===== src/rtl/mem_arbiter.sv =====
`default_nettype none
// ============================================================================
//  Module   : mem_arbiter
//  Purpose  : Shares one single-port RAM between the CPU core (port 0) and the
//             program loader / debug port (port 1). Round-robin arbitration
//             when both request, one RAM access in flight at a time with a
//             fixed read latency, and completion returned as a one-cycle ack
//             pulse plus registered read data.
//  Revision : 1.0  initial release
// ----------------------------------------------------------------------------
//  Parameters
//    ADDR_W   address width of the RAM and both requester ports
//    DATA_W   data width
//    MEM_LAT  RAM read latency in cycles after mem_en is sampled (1..15)
//  Ports
//    clk            system clock, rising edge
//    rst_n          asynchronous active-low reset
//    i_req0/1       access request, held until the matching ack
//    i_we0/1        write enable, stable while request is high
//    i_addr0/1      address, stable while request is high
//    i_wdata0/1     write data, stable while request is high
//    o_ack0/1       one-cycle completion pulse
//    o_rdata        read data, valid in the ack cycle, held until next read
//    o_busy         high while an access is in flight
//    o_owner        port owning the current or last access
//    o_mem_en       RAM access strobe, one cycle per access
//    o_mem_we       RAM write enable, qualified by o_mem_en
//    o_mem_addr     RAM address
//    o_mem_wdata    RAM write data
//    i_mem_rdata    RAM read data
// ============================================================================
module mem_arbiter #(
  parameter int ADDR_W  = 8,
  parameter int DATA_W  = 8,
  parameter int MEM_LAT = 1
) (
  input  logic              clk,
  input  logic              rst_n,
  input  logic              i_req0,
  input  logic              i_we0,
  input  logic [ADDR_W-1:0] i_addr0,
  input  logic [DATA_W-1:0] i_wdata0,
  output logic              o_ack0,
  input  logic              i_req1,
  input  logic              i_we1,
  input  logic [ADDR_W-1:0] i_addr1,
  input  logic [DATA_W-1:0] i_wdata1,
  output logic              o_ack1,
  output logic [DATA_W-1:0] o_rdata,
  output logic              o_busy,
  output logic              o_owner,
  output logic              o_mem_en,
  output logic              o_mem_we,
  output logic [ADDR_W-1:0] o_mem_addr,
  output logic [DATA_W-1:0] o_mem_wdata,
  input  logic [DATA_W-1:0] i_mem_rdata
);

  localparam int              C_CNT_W = 4;
  localparam logic [C_CNT_W-1:0] C_LAT = C_CNT_W'(MEM_LAT);

  typedef enum logic [0:0] {
    S_IDLE = 1'b0,
    S_WAIT = 1'b1
  } state_t;

  state_t               r_state;
  logic                 r_last;     // port granted most recently
  logic                 r_is_wr;    // current access is a write
  logic [C_CNT_W-1:0]   r_cnt;
  logic                 r_ack0;
  logic                 r_ack1;
  logic [DATA_W-1:0]    r_rdata;
  logic                 r_busy;
  logic                 r_owner;
  logic                 r_mem_en;
  logic                 r_mem_we;
  logic [ADDR_W-1:0]    r_mem_addr;
  logic [DATA_W-1:0]    r_mem_wdata;

  // Winner selection: a lone requester always wins; under contention the
  // port that did not win last time goes first, giving strict alternation.
  logic                 w_any_req;
  logic                 w_grant1;
  logic                 w_we;
  logic [ADDR_W-1:0]    w_addr;
  logic [DATA_W-1:0]    w_wdata;

  assign w_any_req = i_req0 | i_req1;
  assign w_grant1  = i_req1 & (~i_req0 | ~r_last);
  assign w_we      = w_grant1 ? i_we1    : i_we0;
  assign w_addr    = w_grant1 ? i_addr1  : i_addr0;
  assign w_wdata   = w_grant1 ? i_wdata1 : i_wdata0;

  // Counter is loaded with MEM_LAT at grant and counts down one per edge in
  // WAIT; completion happens on the edge that finds it at zero, which is
  // MEM_LAT+1 edges after the grant edge. That leaves room for the RAM to
  // sample the strobe and then deliver data MEM_LAT cycles later.
  always_ff @(posedge clk or negedge rst_n) begin
    if (!rst_n) begin
      r_state     <= S_IDLE;
      r_last      <= 1'b1;   // port 0 wins the first contest
      r_is_wr     <= 1'b0;
      r_cnt       <= '0;
      r_ack0      <= 1'b0;
      r_ack1      <= 1'b0;
      r_rdata     <= '0;
      r_busy      <= 1'b0;
      r_owner     <= 1'b0;
      r_mem_en    <= 1'b0;
      r_mem_we    <= 1'b0;
      r_mem_addr  <= '0;
      r_mem_wdata <= '0;
    end else begin
      case (r_state)
        S_IDLE: begin
          r_ack0 <= 1'b0;
          r_ack1 <= 1'b0;
          if (w_any_req) begin
            r_owner     <= w_grant1;
            r_last      <= w_grant1;
            r_is_wr     <= w_we;
            r_mem_addr  <= w_addr;
            r_mem_we    <= w_we;
            r_mem_wdata <= w_wdata;
            r_mem_en    <= 1'b1;
            r_busy      <= 1'b1;
            r_cnt       <= C_LAT;
            r_state     <= S_WAIT;
          end else begin
            r_mem_en <= 1'b0;
            r_mem_we <= 1'b0;
          end
        end

        S_WAIT: begin
          // One-cycle strobe: drop enable and write enable on first edge.
          r_mem_en <= 1'b0;
          r_mem_we <= 1'b0;
          if (r_cnt == '0) begin
            if (!r_is_wr) begin
              r_rdata <= i_mem_rdata;
            end
            r_ack0  <= ~r_owner;
            r_ack1  <= r_owner;
            r_busy  <= 1'b0;
            r_state <= S_IDLE;
          end else begin
            r_cnt <= r_cnt - 1'b1;
          end
        end

        default: begin
          r_state <= S_IDLE;
        end
      endcase
    end
  end

  assign o_ack0      = r_ack0;
  assign o_ack1      = r_ack1;
  assign o_rdata     = r_rdata;
  assign o_busy      = r_busy;
  assign o_owner     = r_owner;
  assign o_mem_en    = r_mem_en;
  assign o_mem_we    = r_mem_we;
  assign o_mem_addr  = r_mem_addr;
  assign o_mem_wdata = r_mem_wdata;

endmodule
`default_nettype wire


===== config.mk =====
export PLATFORM = sky130hd
export DESIGN_NAME = mem_arbiter
export DESIGN_NICKNAME = d
export VERILOG_FILES = /design/src/rtl/mem_arbiter.sv
export SDC_FILE = /design/constraint.sdc
export NUM_CORES = 1
export LEC_CHECK = 0
export ABC_AREA = 1
export BUFFER_PORTS_ARGS = -buffer_cell sky130_fd_sc_hd__buf_2
export CAP_MARGIN = 20
export CORE_MARGIN = 2
export CORE_UTILIZATION = 25
export DETAILED_ROUTE_END_ITERATION = 10
export SLEW_MARGIN = 20
export SYNTH_ARGS = -nofsm -noshare
export SYNTH_HDL_FRONTEND = slang
export SYNTH_SLANG_ARGS = --single-unit

===== constraint.sdc =====
create_clock -name clk -period 2.7 [get_ports clk]
set_input_delay 0.135 -clock clk [delete_from_list [all_inputs] [get_ports clk]]
set_output_delay 0.135 -clock clk [all_outputs]
set_load 0.02 [all_outputs]

[Word level (Yosys, flattened, before mapping)]
Cells that the tools add are included.
Cells by class
  add/subtract/negate cells: 1
  equality and inequality tests: 3
  mux-type cells: 19
  bitwise operators: 8
  reduce and logical (&&, ||, !) cells: 5
Operators with widths (number)
  $mux 8: 2
  $pmux 1 s2: 6
  $mux 1: 8
  $mux 4: 2
  $pmux 4 s2: 1
  $reduce_and 2->1: 3
  $not 1->1: 5
  $logic_not 4->1: 1
  $ne 2x2->1 const B: 2
  $sub 4x1->4 const B: 1
  $reduce_and 3->1: 1
  $ne 2x1->1 const B: 1
  $or 1x1->1: 2
  $and 1x1->1: 1
Word-level totals
  bits in registers: 37
  input port bits: 46
  output and inout bits: 30

[Depth between registers and ports, before layout]
Gate-level depths: netlist (run 1).
  depth in word-level cells: 6
  depth in mapped cells: 7
  gate-level depth less buffers: 7

[Worst setup path after synthesis (run 1)]
Ideal clock, no wire load.
  kind: reg-to-reg
  start point: reg r_cnt[0]
  end point: reg r_rdata[6] (netlist: o_rdata[6])
  arrival time: 1.074 ns
  path slack: 1.508 ns
  cell stages (with the launch flop): 7
  cell sequence: dfrtp_1 inv_1 ha_1 nand3_4 buf_6 nand2_1 o21ai_2
Between the ends
  longest elaborated chain between the ends: 2
Ends and longest elaborated chain
  start: declaration: line 70  | logic [C_CNT_W-1:0] r_cnt;
  start signal: assignment: line 149  | r_cnt <= r_cnt - 1'b1;
  $logic_not 4->1: line 140  | if (r_cnt == '0) begin
  $reduce_and 3->1 (no source line)
  end signal: assignment: line 142  | r_rdata <= i_mem_rdata;
  end: declaration: line 73  | logic [DATA_W-1:0] r_rdata;
No other way between the ends.
A chain may end at the register's enable or synchronous reset.

[Worst setup path after layout (run 1)]
  start point: reg r_last
  end point: reg r_is_wr
Between the ends
  longest elaborated chain between the ends: 4
Ends and longest elaborated chain
  start: declaration: line 68  | logic r_last;
  start signal: assignment: line 121  | r_last <= w_grant1;
  $not 1->1: line 90  | assign w_grant1 = i_req1 & (~i_req0 | ~r_last);
  $or 1x1->1: line 90
  $and 1x1->1: line 90
  $mux 1: line 91  | assign w_we = w_grant1 ? i_we1 : i_we0;
  end signal: assignment: line 122  | r_is_wr <= w_we;
  end: declaration: line 69  | logic r_is_wr;
No other way between the ends.

==> flow_metrics.py, run 1 <==
metrics = {
    "drt": {
        "first_pass_iters": 4,
        "drc": 0,
        "routed_wirelength_um": 4100,
        "vias": 1582,
        "drtAntennaViolNets": 0,
        "viasPerCell": 3.99,
        "drt_iter0_drc": 53,
        "wl_per_cell_um": 10.4,
    },
    "power_and_ir_drop": {
        "combPwrFrac": 0.453,
        "power.total_uw": 2690,
        "pwr-share-seq": 0.366,
        "p_leak_uw": 0.00138,
        "p_per_area_nw_per_um2": 1140,
        "switching_power_uw": 1150,
        "peakVddDrop_uv": 329,
        "cell_internal_pwr_uw": 1540,
        "p_sw_frac": 0.427,
        "p_clk_frac": 0.181,
    },
    "worst_setup_path": {
        "worstSetupPathType": "flip-flop to flip-flop",
        "timing.rr.end": "r_is_wr$_DFFE_PN0P_",
        "path_cells": "nand2_2 > nand2_4 > nand2_1 > nand3_1 > nand2_1",
        "start_kind": "flip-flop",
        "slowest_delay_ps": 550,
        "cp-end-kind": "flip-flop",
        "reg2reg_slack_ps": 1290,
        "cp_slowest_cell": "dfstp_2",
        "r2r-start": "r_last$_DFFE_PN1P_",
        "critPathArrivalTime_ps": 1590,
        "required_ps": 2870,
        "critical_path_peak_fanout": 19,
        "rr_worst_depth": 5,
        "path_common_cell": "nand2_1",
    },
    "global_route": {
        "grt_usage": 0.108,
        "grt.overflow.total": 0,
        "antenna_found_initial": 0,
        "grt_pass1_vias": 1407,
        "grt_max_degree": 38,
        "grt_pass1_wl_um": 6450,
    },
    "cells_and_area": {
        "final-seq-area_um2": 927,
        "num_antenna_cells": 0,
        "layout_common_cells": "nand2_1 (112), buf_2 (75), dfrtp_1 (36)",
        "nets": 347,
        "multi_input_area_um2": 737,
        "final_common_cell": "nand2_1",
        "drive_gt1_frac": 0.327,
        "synthToLayoutAreaGrowth_pct": 31.8,
        "fillers": 761,
        "fin_area_um2": 2360,
    },
    "floorplan": {
        "core_area_um2": 6870,
        "die_area_um2": 7840,
        "rows": 30,
        "initial_core_util": 0.260,
        "ioPinCount": 76,
        "die_h_um": 88.6,
        "dieWidth_um": 88.6,
    },
    "placed_design": {
        "pre_cts_slack_ps": 1190,
        "dp_hpwl_um": 2920,
        "gp_congestion": 0.726,
        "placedInstanceArea_um2": 2230,
        "numPortBuffers": 75,
    },
    "clocking": {
        "root_buffer": "clkbuf_8",
        "clock-sinks": 37,
        "htree_levels": 2,
        "cts_buffers": 5,
        "cts_max_path_buffers": 2,
        "cts_tree": "done",
        "clkLatencyLatePin_ps": 280,
        "cts_setup_buffers": 0,
        "clk_pin_slew_ps": 70,
    },
    "timing": {
        "fin_skew_ps": 3.34,
        "whs_ps": 90.5,
        "fmax_ghz": 0.708,
        "timing.final.ws_setup_ps": 1290,
        "finalSetupTns_ps": 0,
        "fin_crit_ps": 1410,
        "hold_viol_final": 0,
        "rsz0062_at_grt": "false",
        "finalMaxSlewViolations": 0,
        "max_slew_margin": 0.439,
        "max_slew.worst_pin.slew_ps": 842,
        "setup_viol": 0,
        "finalCritPeriodShare": 0.523,
    },
    "status": {
        "status": "finished clean",
    },
    "min_path": {
        "min_path_cells": 3,
        "hold_end": "o_rdata[4]$_DFFE_PN0P_",
        "hp-class": "primary input to flip-flop",
        "min-delay-start": "i_mem_rdata[4]",
    },
    "synth": {
        "syn_area_per_cell_um2": 7.98,
        "postSynthCellCount": 224,
        "synth_nets": 272,
        "netlist_area_um2": 1790,
        "yosysSeqAreaShare": 0.519,
        "ys_ff_latch": 37,
        "yosys_warnings": 0,
        "synthDistinctLibCells": 21,
    },
    "run": {
        "max_cap_violations": 0,
    },
}
-- power groups by stage --
stage	logic, µW	clock network, µW	registers, µW
2_1_floorplan	614	0	1240
3_3_place_gp	1220	0	994
3_5_place_dp	1240	0	992
4_1_cts	1240	512	988
5_1_grt	1370	536	1020
6_report	1220	486	985
-- flip-flops by register name (all words and copies together) (netlist names), 4 cells and up --
register and count:
r_cnt 4, o_mem_wdata 8, o_rdata 8, o_mem_addr 8
-- layout make-up --
class | instances | area share
Inverter | 17 | 0.0271
Multi-Input combinational cell | 161 | 0.313
Sequential cell | 37 | 0.393
Tap cell | 96 | 0.0510
Clock buffer | 7 | 0.0366
Clock inverter | 1 | 0.0127
Timing Repair Buffer | 77 | 0.167
-- Yosys cell counts --
cell type	instances	area, µm²
nand2_1	112	420
dfrtp_1	36	901
nand3_1	24	120
inv_1	16	60.1
o21ai_2	8	70.1
buf_2	6	30.0
nor2_1	6	22.5
buf_6	2	22.5
ha_1	2	25.0
a21oi_1	1	5.00
buf_4	1	7.51
dfstp_2	1	26.3
inv_2	1	3.75
nand2_2	1	6.26
nand2_4	1	11.3
nand3_4	1	17.5
nand3b_1	1	7.51
nor2_2	1	6.26
nor2_4	1	11.3
o21ai_0	1	5.00
xor2_1	1	8.76
-- layer usage --
| metal | GRT usage | up-vias | routed length [µm] |
|---|---|---|---|
| met1 | 0.139 | 691 | 1850 |
| li1 | - | 837 | - |
| met2 | 0.176 | 48 | 1960 |
| met5 | 0 | - | 0 |
| met3 | 0.0326 | 6 | 245 |
| met4 | 0.0331 | 0 | 38 |
-- per-stage QoR --
| stage | util | cells |
|---|---|---|
| 2_1_floorplan | - | 224 |
| 3_3_place_gp | 0.325 | 387 |
| 3_5_place_dp | 0.325 | 387 |
| 4_1_cts | 0.343 | 396 |
| 5_1_grt | 0.343 | 396 |
| 6_report | 0.343 | 396 |
-- critical path: cells and delay by family (launching register included) --
kind | cells | cell delay [ps]
flip-flops | 1 | 550
AND/OR/NAND/NOR | 5 | 760
-- how the worst max path moves through the flow --
stage	startpoint	slack (ps)	endpoint	cells past startpoint
after floorplan	r_cnt[0]$_DFFE_PN0P_	1510	o_rdata[6]$_DFFE_PN0P_	6
after global placement	i_req1	1210	r_cnt[0]$_DFFE_PN0P_	7
after detailed placement	i_req1	1190	r_cnt[0]$_DFFE_PN0P_	7
after CTS	r_last$_DFFE_PN1P_	1260	r_is_wr$_DFFE_PN0P_	5
after global routing	r_state$_DFF_PN0_	1130	r_cnt[0]$_DFFE_PN0P_	5
final	r_last$_DFFE_PN1P_	1290	r_is_wr$_DFFE_PN0P_	5
-- cells by family (layout without fill, tap and decap cells) --
family / Yosys count / in the layout / share of synthesized area
xor gates and xnor gates: 1 / 1 / 0.00490
and+or+nand+nor: 148 / 148 / 0.349
AOI/OAI and AO/OA: 10 / 10 / 0.0448
DFF: 37 / 37 / 0.519
adders and majority gates: 2 / 2 / 0.0140
buffers and inverters: 26 / 102 / 0.0693
-- what timing repair did --
action / CTS / global route
endpoints found under the hold margin: 36 / 0
hold buffers: 1 / 0
gates resized for setup: 0 / 0
No activity file was read; power rests on OpenSTA's default activity.
==> inputs of run 2 (changes only) <==
Clock period 2.7 ns to 1.4 ns, I/O delays scaled along.
==> flow_metrics.py, run 2 (same netlist as run 1, synthesis figures left out) <==
metrics = {
    "min_path": {
        "hold_end": "o_rdata[6]$_DFFE_PN0P_",
        "hp-class": "primary input to flip-flop",
        "min_path_cells": 3,
        "min-delay-start": "i_mem_rdata[6]",
    },
    "cells_and_area": {
        "multi_input_area_um2": 746,
        "final_cells": 400,
        "fin_area_um2": 2390,
        "nets": 351,
        "final_common_cell": "nand2_1",
        "drive_gt1_frac": 0.349,
        "fillers": 767,
        "num_antenna_cells": 0,
        "final-seq-area_um2": 927,
        "synthToLayoutAreaGrowth_pct": 33.7,
        "layout_common_cells": "nand2_1 (111), buf_2 (75), dfrtp_1 (36)",
    },
    "floorplan": {
        "die_h_um": 88.6,
        "ioPinCount": 76,
        "dieWidth_um": 88.6,
        "initial_core_util": 0.260,
        "core_area_um2": 6870,
        "rows": 30,
        "die_area_um2": 7840,
    },
    "placed_design": {
        "dp.cells": 391,
        "numPortBuffers": 75,
        "dp_hpwl_um": 3220,
        "gp_congestion": 0.725,
        "placedInstanceArea_um2": 2290,
    },
    "timing": {
        "setup_viol": 0,
        "fin_skew_ps": 5.91,
        "finalSetupTns_ps": 0,
        "max_slew.worst_pin.slew_ps": 339,
        "rsz0062_at_grt": "false",
        "fmax_ghz": 0.793,
        "whs_ps": 19.5,
        "fin_crit_ps": 1260,
        "max_slew_margin": 0.774,
        "finalCritPeriodShare": 0.901,
        "finalMaxSlewViolations": 0,
        "hold_viol_final": 0,
    },
    "worst_setup_path": {
        "worst-path-buf-inv": 1,
        "required_ps": 1570,
        "slowest_delay_ps": 390,
        "startpoint": "r_cnt[0]$_DFFE_PN0P_",
        "start_kind": "flip-flop",
        "cp-end-kind": "flip-flop",
        "cp_slowest_cell": "dfrtp_1",
        "rr_worst_depth": 5,
        "worstSetupPathType": "flip-flop to flip-flop",
        "cp_top_family": "flip-flops",
        "critPathArrivalTime_ps": 1440,
        "timing.rr.end": "o_rdata[5]$_DFFE_PN0P_",
        "reg2reg_slack_ps": 140,
        "critical_path_peak_fanout": 16,
        "path_cells": "inv_1 > ha_2 > nand3_4 > nand2_1 > o21ai_2",
        "r2r-start": "r_cnt[0]$_DFFE_PN0P_",
    },
    "global_route": {
        "grt.overflow.total": 0,
        "antenna_found_initial": 0,
        "grt_usage": 0.120,
        "grt_max_degree": 26,
        "grt_pass1_wl_um": 7350,
        "grt_pass1_vias": 1612,
    },
    "clocking": {
        "clk_pin_slew_ps": 80,
        "root_buffer": "clkbuf_8",
        "cts_max_path_buffers": 2,
        "clock-sinks": 37,
        "htree_levels": 2,
        "cts_tree": "done",
        "cts_buffers": 5,
        "clkLatencyLatePin_ps": 290,
    },
    "drt": {
        "drtAntennaViolNets": 0,
        "drc": 0,
        "viasPerCell": 4.07,
        "wl_per_cell_um": 11.0,
        "first_pass_iters": 4,
        "drt_iter0_drc": 79,
        "routed_wirelength_um": 4400,
        "vias": 1627,
    },
    "power_and_ir_drop": {
        "p_clk_frac": 0.145,
        "p_sw_frac": 0.450,
        "p_leak_uw": 0.00140,
        "switching_power_uw": 2300,
        "cell_internal_pwr_uw": 2800,
        "p_per_area_nw_per_um2": 2130,
        "pwr-share-seq": 0.371,
        "combPwrFrac": 0.483,
        "peakVddDrop_uv": 689,
        "power.total_uw": 5100,
    },
    "run": {
        "max_cap_violations": 0,
    },
    "status": {
        "status": "finished clean",
    },
}
## run 2: worst register-to-register path, stage by stage, from the launching register on
cell and delay [ps]:
dfrtp_1 390, inv_1 120, ha_2 240, nand3_4 210, nand2_1 140, o21ai_2 60
## run 2: worst max path at each step
stage	to	slack, ps	cells past startpoint
4_1_cts	r_cnt[3]$_DFFE_PN0P_	70	5
5_1_grt	r_cnt[0]$_DFFE_PN0P_	20	7
6_report	o_rdata[5]$_DFFE_PN0P_	140	5
3_5_place_dp	r_cnt[3]$_DFFE_PN0P_	80	5
2_1_floorplan	o_rdata[6]$_DFFE_PN0P_	210	6
3_3_place_gp	o_rdata[3]$_DFFE_PN0P_	140	5
## run 2: power groups by stage
| stage | clock (µW) | sequential (µW) | combinational [µW] |
|---|---|---|---|
| 2_1_floorplan | 0 | 2390 | 1180 |
| 4_1_cts | 772 | 1900 | 2480 |
| 3_3_place_gp | 0 | 1920 | 2420 |
| 3_5_place_dp | 0 | 1900 | 2480 |
| 5_1_grt | 814 | 1950 | 2790 |
| 6_report | 740 | 1890 | 2460 |
## run 2: timing repair
item | in CTS | in global routing
endpoints found under the hold margin | 36 | 0
setup buffers | 0 | 0
gates resized for setup | 0 | 3
hold buffers | 1 | 0
setup endpoints to repair | 0 | 11
## run 2: cell type report
type	count	share of cell area
sequential	37	0.388
multi-input combinational	161	0.312
timing repair buffer	81	0.187
tap	96	0.0502
clock buffer	5	0.0288
inverter	17	0.0267
clock inverter	3	0.00733
## run 2: routing by layer
| metal | vias to the layer above | GRT usage | share of wire |
|---|---|---|---|
| li1 | 846 | - | - |
| met1 | 729 | 0.145 | 0.46 |
| met2 | 48 | 0.212 | 0.48 |
| met3 | 4 | 0.0373 | 0.052 |
| met4 | 0 | 0.0248 | 0.0057 |
| met5 | - | 0 | 0 |
## run 2: stage by stage
stage	worst slack, ps	util
floorplan	208	-
CTS	71.8	0.347
finish	139	0.348
global placement	138	0.333
detailed placement	83.3	0.333
global route	18.8	0.348
==> inputs of run 3 (changes only) <==
Settings changed: CORE_UTILIZATION 25 to 30.
==> flow_metrics.py, run 3 (same netlist as run 1, synthesis figures left out) <==
metrics = {
    "global_route": {
        "antenna_found_initial": 0,
        "grt_pass1_wl_um": 6720,
        "grt.overflow.total": 0,
        "grt_usage": 0.132,
        "grt_pass1_vias": 1481,
        "grt_max_degree": 24,
    },
    "timing": {
        "rsz0062_at_grt": "true",
        "hold_viol_final": 0,
        "whs_ps": 16.7,
        "max_slew.worst_pin.slew_ps": 672,
        "setup_viol": 0,
        "fin_skew_ps": 6.69,
        "finalMaxSlewViolations": 0,
        "fin_crit_ps": 1320,
        "fmax_ghz": 0.757,
        "timing.final.ws_setup_ps": 79.0,
        "finalCritPeriodShare": 0.944,
        "max_slew_margin": 0.551,
    },
    "floorplan": {
        "die_area_um2": 6590,
        "die_h_um": 81.2,
        "dieWidth_um": 81.2,
        "ioPinCount": 76,
        "initial_core_util": 0.306,
        "core_area_um2": 5850,
        "rows": 28,
    },
    "drt": {
        "drc": 0,
        "wl_met3_um": 216,
        "vias": 1632,
        "viasPerCell": 4.29,
        "wl_per_cell_um": 10.6,
        "wl_met2_um": 1920,
        "drt-met1-wl_um": 1850,
        "top_layer_used": "met4",
        "drt_iter0_drc": 36,
        "drtAntennaViolNets": 0,
        "first_pass_iters": 4,
        "routed_wirelength_um": 4030,
    },
    "worst_setup_path": {
        "startpoint": "r_cnt[0]$_DFFE_PN0P_",
        "worstSetupPathType": "flip-flop to flip-flop",
        "cp-end-kind": "flip-flop",
        "critical_path_peak_fanout": 5,
        "critPathArrivalTime_ps": 1500,
        "reg2reg_slack_ps": 80,
        "r2r-start": "r_cnt[0]$_DFFE_PN0P_",
        "start_kind": "flip-flop",
        "required_ps": 1580,
        "timing.rr.end": "r_cnt[0]$_DFFE_PN0P_",
        "rr_worst_depth": 7,
    },
    "status": {
        "status": "finished clean",
    },
    "cells_and_area": {
        "final_common_cell": "nand2_1",
        "drive_gt1_frac": 0.348,
        "nets": 352,
        "layout_common_cells": "nand2_1 (112), buf_2 (75), dfrtp_1 (36)",
        "num_antenna_cells": 0,
        "fillers": 605,
        "synthToLayoutAreaGrowth_pct": 33.8,
    },
    "placed_design": {
        "gp_congestion": 0.803,
        "numPortBuffers": 75,
        "pre_cts_slack_ps": 62.0,
        "dp_hpwl_um": 3010,
    },
    "min_path": {
        "hp-class": "primary input to flip-flop",
        "min-delay-start": "i_mem_rdata[6]",
        "hold_end": "o_rdata[6]$_DFFE_PN0P_",
        "min_path_cells": 3,
    },
    "clocking": {
        "clkLatencyLatePin_ps": 280,
        "cts_tree": "done",
        "cts_setup_buffers": 0,
        "cts_max_path_buffers": 2,
        "clock-sinks": 37,
        "root_buffer": "clkbuf_8",
        "clk_pin_slew_ps": 80,
        "cts_buffers": 5,
        "htree_levels": 2,
    },
    "run": {
        "max_cap_violations": 0,
    },
    "power_and_ir_drop": {
        "peakVddDrop_uv": 744,
        "p_leak_uw": 0.00141,
        "p_per_area_nw_per_um2": 2250,
    },
}
-- run 3: area by class of cell --
type                    instances  area [µm²]  area share
clock buffers                   5        68.8      0.0288
inverters                      17        63.8      0.0267
repair buffers                 82         430       0.180
well taps                      75        93.8      0.0392
flip-flops and latches         37         927       0.388
multi-input cells             161         743       0.311
clock inverters                 3        65.1      0.0272
-- run 3: metrics by stage --
stage	setup TNS, ps	total power [µW]	util	area, µm²	instances
final	0	5380	0.409	2390	380
after global routing	-46.8	5840	0.409	2390	380
after CTS	0	5440	0.408	2390	380
after detailed placement	0	4330	0.383	2240	371
after global placement	0	4290	0.383	2240	371
after floorplan	0	3570	-	1790	224
-- run 3: layer usage --
metal	vias up	global-route usage
met5	-	0
met4	0	0.0508
met3	4	0.0311
met2	47	0.213
met1	731	0.170
li1	850	-
-- run 3: worst max path at each step --
stage / slack [ps] / to / cells after the start
3_5_place_dp: 60 / r_cnt[3]$_DFFE_PN0P_ / 5
5_1_grt: -50 / r_cnt[0]$_DFFE_PN0P_ / 5
2_1_floorplan: 210 / o_rdata[6]$_DFFE_PN0P_ / 6
3_3_place_gp: 90 / r_cnt[3]$_DFFE_PN0P_ / 5
6_report: 80 / r_cnt[0]$_DFFE_PN0P_ / 7
4_1_cts: 50 / r_cnt[3]$_DFFE_PN0P_ / 5
-- run 3: repair_timing --
| action | CTS | global route |
|---|---|---|
| setup endpoints to repair | 0 | 13 |
| resized for setup | 0 | 2 |
| endpoints found under the hold margin | 16 | 0 |
| hold buffers | 1 | 0 |
-- run 3: worst max-delay path, cell delays in order, from the launching register on --
cell	delay (ps)
dfrtp_1	400
inv_1	120
ha_2	240
nand2_1	80
nand2_1	160
nand2_1	90
nand2_1	80
nand2_1	50
-- run 3: where the power goes --
| part | internal (µW) | total (µW) | switching, µW | leakage, µW |
|---|---|---|---|---|
| sequential | 1590 | 1880 | 293 | 0.000455 |
| clock | 708 | 1080 | 376 | 0.0000681 |
| combinational | 840 | 2420 | 1580 | 0.000891 |
